## config.mk

```make
export PLATFORM = sky130hd
export DESIGN_NAME = tree_walk_sched
export DESIGN_NICKNAME = d
export VERILOG_FILES = /design/src/rtl/tree_sched_pkg.sv /design/src/rtl/sched_lifo.sv /design/src/rtl/tree_walk_sched.sv
export SDC_FILE = /design/constraint.sdc
export NUM_CORES = 1
export LEC_CHECK = 0
export CAP_MARGIN = 5
export CORE_ASPECT_RATIO = 0.7
export CORE_MARGIN = 4
export CORE_UTILIZATION = 33
export CTS_CLUSTER_SIZE = 12
export DETAILED_ROUTE_END_ITERATION = 8
export PLACE_DENSITY = 0.56
export SYNTH_ARGS = -nofsm -noshare
export SYNTH_HDL_FRONTEND = slang
export SYNTH_SLANG_ARGS = --single-unit
```

## constraint.sdc

```tcl
create_clock -name clk -period 5.81 [get_ports clk]
set_input_delay 0.581 -clock clk [delete_from_list [all_inputs] [get_ports clk]]
set_output_delay 0.581 -clock clk [all_outputs]
set_load 0.01 [all_outputs]
```

## src/rtl/tree_sched_pkg.sv

```systemverilog
// Shared definitions for the tree-walk scheduler.
//   - node field placement helpers (leaf flag, child2, child1)
//   - null child pointer value
//   - scheduler FSM state encoding
package tree_sched_pkg;

  // child1 occupies the lowest AW bits of a node word
  localparam int unsigned CHILD1_LSB = 0;

  // child pointer value meaning "no child"; address 0 can only be a root
  localparam int unsigned NULL_ADDR  = 0;

  // child2 sits directly above child1
  function automatic int unsigned child2_lsb(input int unsigned aw);
    return aw;
  endfunction

  // leaf flag is the top bit of the node word
  function automatic int unsigned leaf_bit(input int unsigned node_w);
    return node_w - 1;
  endfunction

  typedef enum logic [2:0] {
    ST_IDLE,
    ST_FETCH,
    ST_WAIT,
    ST_DISPATCH,
    ST_DONE
  } sched_state_e;

endpackage

```

## src/rtl/sched_lifo.sv

```systemverilog
// Pending-address LIFO for the tree-walk scheduler.
// Ports:
//   clk, reset_n   : clock, async active-low reset (clears the stack pointer)
//   push_i         : push push_data_i (ignored when full)
//   pop_i          : drop the top entry (ignored when empty)
//   push_data_i    : address to push
//   top_o          : current top entry, 0 when empty
//   empty_o/full_o : occupancy flags
module sched_lifo #(
  parameter int unsigned WIDTH = 10,
  parameter int unsigned DEPTH = 32
) (
  input  logic             clk,
  input  logic             reset_n,
  input  logic             push_i,
  input  logic             pop_i,
  input  logic [WIDTH-1:0] push_data_i,
  output logic [WIDTH-1:0] top_o,
  output logic             empty_o,
  output logic             full_o
);

  localparam int unsigned IDX_W = (DEPTH > 1) ? $clog2(DEPTH) : 1;
  localparam int unsigned SP_W  = $clog2(DEPTH + 1);

  logic [WIDTH-1:0] stack_q [DEPTH];
  logic [SP_W-1:0]  sp_q;
  logic [IDX_W-1:0] top_idx;
  logic [IDX_W-1:0] wr_idx;

  assign empty_o = (sp_q == '0);
  assign full_o  = (sp_q == SP_W'(DEPTH));
  assign top_idx = IDX_W'(sp_q - 1'b1);
  assign wr_idx  = IDX_W'(sp_q);
  assign top_o   = empty_o ? '0 : stack_q[top_idx];

  always_ff @(posedge clk or negedge reset_n) begin
    if (!reset_n) begin
      sp_q <= '0;
    end else if (push_i && !full_o) begin
      sp_q <= sp_q + 1'b1;
    end else if (pop_i && !empty_o) begin
      sp_q <= sp_q - 1'b1;
    end
  end

  // storage needs no reset: entries are only read below the stack pointer
  always_ff @(posedge clk) begin
    if (push_i && !full_o) begin
      stack_q[wr_idx] <= push_data_i;
    end
  end

endmodule

```

## src/rtl/tree_walk_sched.sv

```systemverilog
// Depth-first tree-walk scheduler. Fetches nodes from node memory, sends
// internal nodes round-robin to N_PE lanes and leaf nodes to the result store.
// Right subtrees wait on a LIFO; pushes onto a full LIFO are dropped and
// flagged on overflow.
// Ports:
//   clk, reset_n                      : clock, async active-low reset
//   start, root_addr                  : begin a walk at root_addr (ignored while busy)
//   mem_rd_en, mem_rd_addr            : node memory read request
//   mem_rd_data                       : node word, valid 1 cycle after mem_rd_en
//   pe_valid, pe_ready, pe_node       : one-hot lane dispatch handshake + payload
//   leaf_valid, leaf_ready, leaf_node : leaf emission handshake + payload
//   busy, done, overflow, node_count  : walk status
//
// state       | meaning
// ------------+---------------------------------------------------------
// ST_IDLE     | waiting for start
// ST_FETCH    | mem_rd_en high for one cycle at the current address
// ST_WAIT     | capture read data, prepare the dispatch
// ST_DISPATCH | hold pe_valid or leaf_valid until accepted, pick next node
// ST_DONE     | walk finished; behaves like idle and falls back to it
module tree_walk_sched
  import tree_sched_pkg::*;
#(
  parameter int unsigned NODE_W      = 222,
  parameter int unsigned AW          = 10,
  parameter int unsigned N_PE        = 4,
  parameter int unsigned STACK_DEPTH = 32
) (
  input  logic              clk,
  input  logic              reset_n,
  input  logic              start,
  input  logic [AW-1:0]     root_addr,
  output logic              mem_rd_en,
  output logic [AW-1:0]     mem_rd_addr,
  input  logic [NODE_W-1:0] mem_rd_data,
  output logic [N_PE-1:0]   pe_valid,
  input  logic [N_PE-1:0]   pe_ready,
  output logic [NODE_W-1:0] pe_node,
  output logic              leaf_valid,
  input  logic              leaf_ready,
  output logic [NODE_W-1:0] leaf_node,
  output logic              busy,
  output logic              done,
  output logic              overflow,
  output logic [AW:0]       node_count
);

  localparam int unsigned PTR_W    = (N_PE > 1) ? $clog2(N_PE) : 1;
  localparam int unsigned LEAF_BIT = leaf_bit(NODE_W);
  localparam int unsigned C2_LSB   = child2_lsb(AW);

  sched_state_e      state_q;
  logic [NODE_W-1:0] node_q;
  logic [PTR_W-1:0]  ptr_q;
  logic [PTR_W-1:0]  grant_idx_q;
  logic              mem_rd_en_q;
  logic [AW-1:0]     mem_rd_addr_q;
  logic [N_PE-1:0]   pe_valid_q;
  logic              leaf_valid_q;
  logic              busy_q;
  logic              done_q;
  logic              overflow_q;
  logic [AW:0]       node_count_q;

  // round-robin arbiter
  logic              grant_found_d;
  logic [PTR_W-1:0]  grant_idx_d;
  logic [N_PE-1:0]   grant_oh_d;
  logic [PTR_W-1:0]  cand;
  logic [PTR_W-1:0]  ptr_inc;

  // node decode and walk control
  logic              is_leaf;
  logic [AW-1:0]     child1;
  logic [AW-1:0]     child2;
  logic              has_c1;
  logic              has_c2;
  logic              xfer_d;
  logic              branch_end;
  logic              push_req;
  logic              lifo_push;
  logic              lifo_pop;
  logic              walk_end;
  logic [AW-1:0]     next_addr_d;
  logic [AW-1:0]     lifo_top;
  logic              lifo_empty;
  logic              lifo_full;

  always_comb begin
    grant_found_d = 1'b0;
    grant_idx_d   = '0;
    grant_oh_d    = '0;
    cand          = '0;
    for (int k = 0; k < N_PE; k++) begin
      cand = PTR_W'((int'(ptr_q) + k) % N_PE);
      if (!grant_found_d && pe_ready[cand]) begin
        grant_found_d    = 1'b1;
        grant_idx_d      = cand;
        grant_oh_d[cand] = 1'b1;
      end
    end
  end

  assign ptr_inc = (grant_idx_q == PTR_W'(N_PE - 1)) ? '0 : grant_idx_q + 1'b1;

  assign is_leaf = node_q[LEAF_BIT];
  assign child1  = node_q[CHILD1_LSB +: AW];
  assign child2  = node_q[C2_LSB +: AW];
  assign has_c1  = (child1 != AW'(NULL_ADDR));
  assign has_c2  = (child2 != AW'(NULL_ADDR));

  assign xfer_d = (state_q == ST_DISPATCH) &&
                  (is_leaf ? leaf_valid_q && leaf_ready : |(pe_valid_q & pe_ready));

  // leaf or childless internal: the current branch is exhausted
  assign branch_end = is_leaf || (!has_c1 && !has_c2);
  assign push_req   = xfer_d && !is_leaf && has_c1 && has_c2;
  assign lifo_push  = push_req && !lifo_full;
  assign lifo_pop   = xfer_d && branch_end && !lifo_empty;
  assign walk_end   = xfer_d && branch_end && lifo_empty;

  always_comb begin
    next_addr_d = lifo_top;
    if (!is_leaf && has_c1) begin
      next_addr_d = child1;
    end else if (!is_leaf && has_c2) begin
      next_addr_d = child2;
    end
  end

  sched_lifo #(
    .WIDTH (AW),
    .DEPTH (STACK_DEPTH)
  ) u_lifo (
    .clk         (clk),
    .reset_n     (reset_n),
    .push_i      (lifo_push),
    .pop_i       (lifo_pop),
    .push_data_i (child2),
    .top_o       (lifo_top),
    .empty_o     (lifo_empty),
    .full_o      (lifo_full)
  );

  always_ff @(posedge clk or negedge reset_n) begin
    if (!reset_n) begin
      state_q       <= ST_IDLE;
      node_q        <= '0;
      ptr_q         <= '0;
      grant_idx_q   <= '0;
      mem_rd_en_q   <= 1'b0;
      mem_rd_addr_q <= '0;
      pe_valid_q    <= '0;
      leaf_valid_q  <= 1'b0;
      busy_q        <= 1'b0;
      done_q        <= 1'b0;
      overflow_q    <= 1'b0;
      node_count_q  <= '0;
    end else begin
      case (state_q)
        ST_IDLE, ST_DONE: begin
          state_q <= ST_IDLE;
          if (start) begin
            done_q        <= 1'b0;
            overflow_q    <= 1'b0;
            node_count_q  <= '0;
            busy_q        <= 1'b1;
            mem_rd_en_q   <= 1'b1;
            mem_rd_addr_q <= root_addr;
            state_q       <= ST_FETCH;
          end
        end

        ST_FETCH: begin
          mem_rd_en_q <= 1'b0;
          state_q     <= ST_WAIT;
        end

        ST_WAIT: begin
          node_q  <= mem_rd_data;
          state_q <= ST_DISPATCH;
          // decide from the incoming word so valid can rise on the first dispatch cycle
          if (mem_rd_data[LEAF_BIT]) begin
            leaf_valid_q <= 1'b1;
          end else if (grant_found_d) begin
            pe_valid_q  <= grant_oh_d;
            grant_idx_q <= grant_idx_d;
          end
        end

        ST_DISPATCH: begin
          if (xfer_d) begin
            pe_valid_q   <= '0;
            leaf_valid_q <= 1'b0;
            if (!is_leaf) begin
              ptr_q <= ptr_inc;
            end
            if (node_count_q != '1) begin
              node_count_q <= node_count_q + 1'b1;
            end
            if (push_req && lifo_full) begin
              overflow_q <= 1'b1;
            end
            if (walk_end) begin
              busy_q  <= 1'b0;
              done_q  <= 1'b1;
              state_q <= ST_DONE;
            end else begin
              mem_rd_en_q   <= 1'b1;
              mem_rd_addr_q <= next_addr_d;
              state_q       <= ST_FETCH;
            end
          end else if (!is_leaf && (pe_valid_q == '0) && grant_found_d) begin
            // no lane was ready earlier; once granted the lane is frozen
            pe_valid_q  <= grant_oh_d;
            grant_idx_q <= grant_idx_d;
          end
        end

        default: state_q <= ST_IDLE;
      endcase
    end
  end

  assign mem_rd_en   = mem_rd_en_q;
  assign mem_rd_addr = mem_rd_addr_q;
  assign pe_valid    = pe_valid_q;
  assign pe_node     = node_q;
  assign leaf_valid  = leaf_valid_q;
  assign leaf_node   = node_q;
  assign busy        = busy_q;
  assign done        = done_q;
  assign overflow    = overflow_q;
  assign node_count  = node_count_q;

endmodule

```

==> summary.md <==
| Metric | Value |
|---|---|
| Status | finished clean |
| DP Cell Count | around 3500 |
| Asr flop ratio synth | 45.30% |
| Most common cell in the netlist | nand2_1 |
| Post-synth EDFFs | 320 |
| Num ports | a little over 700 |
| Number of gates resized after cts | 0 |
| Wire length per cell | 31.94 microns |
| CP max FO | 83 |
| Final nets | approximately 2800 |
| Antenna Nets Post-Route | 0 |
| Clock sink count | between 500 and 600 |
| Residual DRC | 0 |
| Reg2Reg Setup Slack | roughly 1.6 ns |
| Final Non-Filler Cells | 3632 |
| Pwr dens | about 260 nW/um^2 |
| Hold path cells | 3 |
| DRT iter0 DRCs | roughly 2300 |
| Row Count | 84 |
| CTS max path bufs | 3 |
| Final TNS setup | 0 ns |
| Clk_lat worst skew | 0.64 ns |
| Largest net degree at the start of global routing | 191 |
| Total track usage | a little over a quarter |
| Final Critical Period | 4.244 ns |
| Share of layout cells above drive strength 1 | under 10% |
| Vias in the first global route | 18440 |
| Synth top cells by count | nand2_1, edfxtp_1, dfrtp_1, buf_4, nor2_1 |
| Gpl congestion | 0.9865 |
| Crit path DAT | 4.78 ns |
| Starting Density | between 30% and 40% |
| Fmax | 235.6 MHz |
| Flops & latches, synth | between 500 and 600 |
| Height of the die | ~240 microns |
| Hold path start | mem_rd_data[144] |
| Hold EP | leaf_node[144] |
| Syn nets | between 2000 and 2500 |
| Max_cap viols | 0 |
| Grt ovf | 0 |
| Reg2reg path depth | 8 |
| TritonCTS clock tree | yes |
| Final Hold Fails | 0 |
| 1st-pass router iterations | 8 |
| Max Clock Skew | approximately 0.034 ns |
| Synthesis-to-finish area growth | 34.11% |
| Largest cells by area after synthesis | edfxtp_1, dfrtp_1, nand2_1, mux4_2, buf_4 |
| Crit path launch type | flop |
| Mapped cell area | about 25000 sq um |
| Synth top area share | 37.86% |
| Mapped Avg Cell Area | about 12 sq um |
| Crit path capture type | flop |
| DPL Wire Length | ~89000 microns |
| Register area share after synthesis | a little under two thirds |
| Core ar. | 75670 sq um |
| Die footprint | roughly 81000 sq um |
| Clock transition at path regs | roughly 0.060 ns |
| Rel. slew slack | between 10% and 20% |
| Main flop type after synthesis | edfxtp_1 |
| Num CTS Buffers | 66 |
| Post-Synthesis Cells | about 2100 |
| Endpoints failing setup | 0 |
| Post-synthesis cell type count | 61 |
| H-tree level count | 3 |
| Kind of critical path | flop to flop |
| Drt total wl | ~120000 microns |
| Synth Warn # | 0 |
| Port Buffers | 713 |
| Static Leakage | 11.59 nW |
| Unrepaired setup endpoints after global routing | no |
| First-pass GRT wire length | ~160000 microns |
| Via density per instance | around 5.3 |
| Cell taking the most area after synthesis | edfxtp_1 |
| FF-to-FF Start | u_lifo.sp_q[0] |
| Worst endpoint required time | roughly 6.4 ns |
| CTS root buf | clkbuf_16 |
| Via count | between 15000 and 20000 |
| Quantity of hold-fixing buffers added after cts | 1 |
| Initial antenna violation count | 15 |
| Worst Tran Pin Value | between 1 and 1.5 ns |
| Max-slew violations | 0 |
| Final period util | around 73% |
| HP Class | primary input to flop |
| Reg2reg end | mem_rd_addr[2] |
| Die width | 339.5 microns |
| Post-CTS Setup Inserts | 0 |
| Worst VDD drop | 202.6 uV |
## registers in the layout, summed over array words and instances, names as in the netlist
register	flops
leaf_node	222
mem_rd_en	1
u_lifo.stack_q	320
ptr_q	2
done	1
mem_rd_addr	10
pe_valid	4
busy	1
leaf_valid	1
overflow	1
node_count	11
state_q	3
grant_idx_q	2
u_lifo.sp_q	6
## cells by family after synthesis
logic type	share of synthesized area [%]
fa+ha+maj	0.6902
mux	7.716
xor+xnor	0.5522
buf+inv	8.445
simple gates	15.06
flops	63.99
compound gates	3.545
## power by group
group / total, W / switching, W / internal [W]
logic: 0.000234 / 0.0000798 / 0.000154
clock network: 0.00413 / 0.00180 / 0.00233
registers: 0.00435 / 0.00000316 / 0.00435
total: 0.00871 / 0.00188 / 0.00683
## final cells by class
type / count / area (sq um)
Sequential cell: 585 / 16240
Antenna cell: 4 / 10.01
Clock inverter: 26 / 300.3
Tap cell: 989 / 1237
Multi-Input combinational cell: 1187 / 7034
Fill cell: 6905 / 41640
Inverter: 15 / 56.30
Clock buffer: 89 / 1789
Timing Repair Buffer: 737 / 7362
## worst max-delay path by stage
stage              startpoint             end  cells after the start
5_1_grt        u_lifo.sp_q[0]  mem_rd_addr[2]                      8
6_report       u_lifo.sp_q[0]  mem_rd_addr[2]                      8
2_1_floorplan  u_lifo.sp_q[0]  mem_rd_addr[5]                     14
3_3_place_gp   u_lifo.sp_q[0]  mem_rd_addr[0]                      8
3_5_place_dp   u_lifo.sp_q[0]  mem_rd_addr[2]                      8
4_1_cts        u_lifo.sp_q[0]  mem_rd_addr[2]                      8
## critical path: stages, from the launching register on
cell,delay (ns)
dfrtp_4,1.02
inv_1,0.26
ha_4,1.08
mux4_2,0.39
and3_1,0.16
a211oi_1,0.08
nor4_1,0.61
a21oi_1,0.15
o31ai_1,0.27
## layer usage
metal	vias up	GRT usage, %	wire length [microns]
li1	8028	-	-
met1	9787	37.76	46800
met2	1265	38.90	49170
met3	147	12.50	16260
met4	10	8.256	3719
met5	-	0	71
## placed cells by master (no fill, tap or decap), drive strengths merged, types with 24 or more instances in the layout
| master | instances |
|---|---|
| and3 | 29 |
| buf | 24 |
| clkbuf | 89 |
| clkdlybuf4s50 | 712 |
| dfrtp | 265 |
| edfxtp | 320 |
| mux4 | 85 |
| nand2 | 715 |
| nand3 | 25 |
| nor2 | 95 |
| o21ai | 29 |
## stage by stage
step	worst slack (ns)	cell area [sq um]	hold slack [ns]	total power, W	util (%)
2_1_floorplan	2.451	25380	0.2854	0.004449	-
3_3_place_gp	1.742	31920	0.4719	0.004667	42.19
3_5_place_dp	1.639	31920	0.4895	0.004668	42.19
4_1_cts	1.636	34020	0.4393	0.008797	44.96
5_1_grt	1.336	34030	0.4652	0.008980	44.97
6_report	1.566	34030	0.4806	0.008711	44.98
No activity file was read; power rests on OpenSTA's default activity.
